`config.mk`:
```
export PLATFORM = sky130hd
export DESIGN_NAME = k2red_unit
export DESIGN_NICKNAME = d
export VERILOG_FILES = /design/src/rtl/k2red_unit.sv
export SDC_FILE = /design/constraint.sdc
export NUM_CORES = 1
export LEC_CHECK = 0
export BUFFER_PORTS_ARGS = -buffer_cell sky130_fd_sc_hd__buf_2
export CORE_ASPECT_RATIO = 0.5
export CORE_MARGIN = 2
export CORE_UTILIZATION = 57
export CTS_BUF_LIST = sky130_fd_sc_hd__clkbuf_8
export DETAILED_ROUTE_END_ITERATION = 7
export PLACE_DENSITY = 0.77
export SLEW_MARGIN = 20
export SYNTH_ARGS = -nofsm -noshare
export SYNTH_HDL_FRONTEND = slang
export SYNTH_SLANG_ARGS = --single-unit
export TNS_END_PERCENT = 5
```
`constraint.sdc`:
```
create_clock -name clk -period 3.55 [get_ports clk]
set_clock_uncertainty 0.1 [all_clocks]
set_input_delay 0.71 -clock clk [delete_from_list [all_inputs] [get_ports clk]]
set_output_delay 0.71 -clock clk [all_outputs]
set_load 0.05 [all_outputs]
```
`src/rtl/k2red_unit.sv`:
```
// Three-stage K-RED pipeline for the Kyber modulus: cred = (K^2 * c) mod Q.
// Two KRED folds bring a 24-bit operand into a narrow signed band; a final add/sub makes it canonical.
module k2red_unit #(
  parameter int Q = 3329,
  parameter int K = 13
) (
  input  logic        clk,
  input  logic        rst,
  input  logic        in_valid,
  input  logic [23:0] c,
  output logic        out_valid,
  output logic [11:0] cred
);

  localparam int STAGES = 3;
  localparam logic signed [12:0] QS = 13'(Q);

  // K*x for an 8-bit x; K*255 = 3315 fits in 12 bits.
  function automatic logic [11:0] mulk(input logic [7:0] x);
    return 12'(K) * {4'b0, x};
  endfunction

  logic [STAGES-1:0]  vld_pipe_q, vld_pipe_d;
  logic signed [17:0] c1_q, c1_d;
  logic signed [12:0] c2_q, c2_d;
  logic [11:0]        cred_q, cred_d;
  logic signed [12:0] c1_sh;
  logic signed [12:0] c2_fix;

  // Stage 1: fold the high 16 bits against K*low byte (2^8 == -1/K mod Q).
  assign c1_d = $signed({6'b0, mulk(c[7:0])}) - $signed({2'b0, c[23:8]});

  // Stage 2: same fold on the signed C1; the shifted part lies in -256..12.
  assign c1_sh = 13'(c1_q >>> 8);
  assign c2_d  = $signed({1'b0, mulk(c1_q[7:0])}) - c1_sh;

  // Stage 3: C2 spans -12..3571, so a single correction by Q is enough.
  always_comb begin
    c2_fix = c2_q;
    if (c2_q < 0)        c2_fix = c2_q + QS;
    else if (c2_q >= QS) c2_fix = c2_q - QS;
    cred_d = 12'(c2_fix);
  end

  assign vld_pipe_d = {vld_pipe_q[STAGES-2:0], in_valid};

  always_ff @(posedge clk) begin
    if (rst) begin
      vld_pipe_q <= '0;
      c1_q       <= '0;
      c2_q       <= '0;
      cred_q     <= '0;
    end else begin
      vld_pipe_q <= vld_pipe_d;
      if (in_valid)      c1_q   <= c1_d;
      if (vld_pipe_q[0]) c2_q   <= c2_d;
      if (vld_pipe_q[1]) cred_q <= cred_d;
    end
  end

  assign out_valid = vld_pipe_q[STAGES-1];
  assign cred      = cred_q;

endmodule

```
==> impl_metrics.csv <==
group,metric,value,unit
cells_and_area,multi_input_area,3260,um2
synthesis,syn_area,4400,um2
timing,worst_slack,-224,ps
clock_tree,clock_latency,300,ps
synthesis,post_synth_inst_count,533,
route,wl_per_cell,13.8,um
floorplanning,boundaryPins,40,
setup_path,arrival,3880,ps
cells_and_area,drive_gt1_share,22.2,%
floorplanning,coreArea,7400,um2
cells_and_area,nFillCells,586,
timing,slew_headroom,61.5,%
setup_path,path_max_fanout,5,
global_route,grt_start_max_net_pins,43,
timing,final-setup-viol-count,6,
synthesis,syn_avg_cell_area,8.25,um2
route,dr.pass1.iters,5,
job,max_cap_violations,0,
outcome,status,"finished, violations left",
route,remaining_drc_errors,0,
clock_tree,cts_tree,"built",
timing,drv_slew,0,
timing,hold_violations,0,
power_and_ir_drop,finalPower,0.00389,W
timing,rsz0062_at_grt,"yes",
clock_tree,root_buffer,"clkbuf_8",
route,via_count,3981,
floorplanning,fp-row-count,22,
clock_tree,htreeDepth,2,
min_path,hp-class,"reg -> reg",
synthesis,synth_nets,647,
synthesis,synth-seq-cells,45,
global_route,busiest_layer,"met2",
setup_path,crit_required,3660,ps
cells_and_area,diodes,0,
power_and_ir_drop,vdd_ir_drop_max,0.375,mV
clock_tree,cts_hold_buf,0,
global_route,track_usage,24.0,%
route,wl,9860,um
synthesis,yosysWarnings,0,
timing,fmax,265,MHz
floorplanning,die_x,128,um
cells_and_area,regArea,908,um2
clock_tree,cts_buffers,5,
clock_tree,cts_buffer_depth,2,
floorplanning,die_area,8480,um2
synthesis,synth_top_flop_cell,"dfxtp_1",
clock_tree,clkTransAtPathRegs,90,ps
global_route,met2_usage,45.2,%
route,ant_nets,0,
setup_path,critical_path_class,"reg -> reg",
synthesis,yosysSeqAreaShare,20.5,%
timing,timing.hold.ws,380,ps
cells_and_area,fin_nets,731,
outcome,failed_checks,"negative setup slack",
place,gp_congestion,0.897,
cells_and_area,final_common_cell,"inv_1",
global_route,overflow,0,
route,drt_iter0_markers,220,
synthesis,async_flop_share,0,%
power_and_ir_drop,p_per_area,730,nW/um2
floorplanning,start_util,59.4,%
global_route,antenna_found_initial,0,
global_route,met3_usage,3.16,%
setup_path,cp-start-kind,"flop",
synthesis,synthDistinctLibCells,62,
cells_and_area,final_cell_mix,"inv_1 (79), ha_1 (63), buf_4 (55)",
place,port-buffer-count,39,
setup_path,endpoint_kind,"flop",
power_and_ir_drop,p_leak,2.56,nW
cells_and_area,area_growth,21.1,%
timing,period_needed,3770,ps
global_route,grt_pass1_wl,16600,um
floorplanning,die_h,66.1,um
route,via_per_inst,5.58,
synthesis,synth_edf_count,0,
global_route,grt_util_met1,29.2,%
timing,fin_crit_sh,106,%
place,dp_hpwl,7260,um
clock_tree,numClockSinks,45,
global_route,grt_pass1_vias,3902,
timing,worst_pin_slew,577,ps
[worst paths after layout]
| path | start | end | slack (ps) | depth (start not counted) |
|---|---|---|---|---|
| max reg2reg | c1_q[2] | c2_q[11] | -220 | 16 |
| min | cred[7] | cred[7] | 380 | 2 |
| max | c1_q[2] | c2_q[11] | -220 | 16 |
| min reg2reg | cred[7] | cred[7] | 380 | 2 |
[power breakdown]
part	switching [W]	internal, W	leakage, nW
Clock	0.000183	0.000209	0.0595
Sequential	0.000132	0.000600	0.371
Combinational	0.00139	0.00138	2.13
Total	0.00170	0.00218	2.56
[worst max-delay path: stages (launching register included)]
cell      delay [ps]
dfxtp_4          370
ha_4             240
fa_1             510
ha_1             320
a21o_1           170
a21oi_2          170
nand2b_4         160
a21boi_4          60
nor2_2           100
xnor2_1           80
ha_2             370
buf_4            120
nand2_1           50
a211oi_2         360
a311oi_2         160
xnor2_1          170
a21o_1           160
[repair_timing]
item / in CTS / in global routing
cloned: 0 / 0
setup buffers: 4 / 1
resized for setup: 19 / 10
pin swaps: 21 / 12
setup endpoints to repair: 5 / 15
[metal layers]
layer | vias to the layer above | wire, um
met5 | - | 0
met4 | 0 | 112
met3 | 11 | 377
met2 | 82 | 4830
met1 | 1873 | 4540
li1 | 2015 | -
[cell usage after synthesis (all sizes together), types with 2 or more instances]
| cell | n | share of area [%] |
|---|---|---|
| o21a | 4 | 0.68 |
| a21oi | 26 | 3.0 |
| nor4b | 2 | 0.40 |
| a2111oi | 3 | 0.60 |
| a211oi | 11 | 1.9 |
| nand2 | 23 | 2.0 |
| nor4 | 3 | 0.43 |
| nor3b | 3 | 0.51 |
| and2 | 4 | 0.63 |
| nor2b | 12 | 1.7 |
| and3 | 4 | 0.57 |
| nand3 | 14 | 1.7 |
| and4 | 4 | 0.80 |
| a31o | 2 | 0.40 |
| xor2 | 8 | 1.6 |
| a311oi | 2 | 0.40 |
| a22o | 3 | 0.60 |
| inv | 78 | 6.7 |
| xnor2 | 19 | 3.8 |
| nor2 | 54 | 4.6 |
| nand3b | 3 | 0.51 |
| dfxtp | 45 | 20 |
| buf | 10 | 1.1 |
| o311ai | 2 | 0.40 |
| a21o | 5 | 0.85 |
| nand4 | 4 | 0.57 |
| o21ai | 23 | 2.6 |
| o211ai | 2 | 0.34 |
| o22ai | 3 | 0.43 |
| nor3 | 15 | 2.0 |
| a21boi | 5 | 0.94 |
| a31oi | 6 | 0.85 |
| nand2b | 4 | 0.57 |
| a311o | 4 | 0.91 |
| or3 | 3 | 0.54 |
| ha | 68 | 19 |
| clkbuf | 9 | 0.85 |
| mux2i | 11 | 2.5 |
| fa | 19 | 8.6 |
[metrics by stage]
step	area, um2	TNS, ps	utilization, %	instances	worst slack [ps]
5_1_grt	5330	-2530	71.9	714	-371
3_5_place_dp	5060	-2690	68.3	702	-312
3_3_place_gp	5060	-1820	68.3	702	-225
4_1_cts	5270	-377	71.2	713	-193
6_report	5330	-780	71.9	714	-224
2_1_floorplan	4440	-53.1	-	533	-22.8
[layout make-up]
| cell class | count | area share, % |
|---|---|---|
| Timing Repair Buffer | 96 | 11.8 |
| Clock buffer | 5 | 1.29 |
| Clock inverter | 3 | 0.799 |
| Sequential cell | 45 | 17.1 |
| Multi-Input combinational cell | 391 | 61.3 |
| Inverter | 78 | 5.50 |
| Tap cell | 96 | 2.26 |
[cell families after synthesis]
group / after synthesis / share of synthesized area (%)
buffers and inverters: 97 / 8.65
xor gates and xnor gates: 27 / 5.38
DFF: 45 / 20.5
adders and majority gates: 87 / 28.0
and+or+nand+nor: 153 / 17.6
AOI/OAI and AO/OA: 113 / 17.4
muxes: 11 / 2.50
[sequential cells by signal, indices dropped and copies added (netlist names)]
signal	count
c1_q	17
c2_q	13
cred	12
vld_pipe_q	3
(Power assumes the default switching activity.)
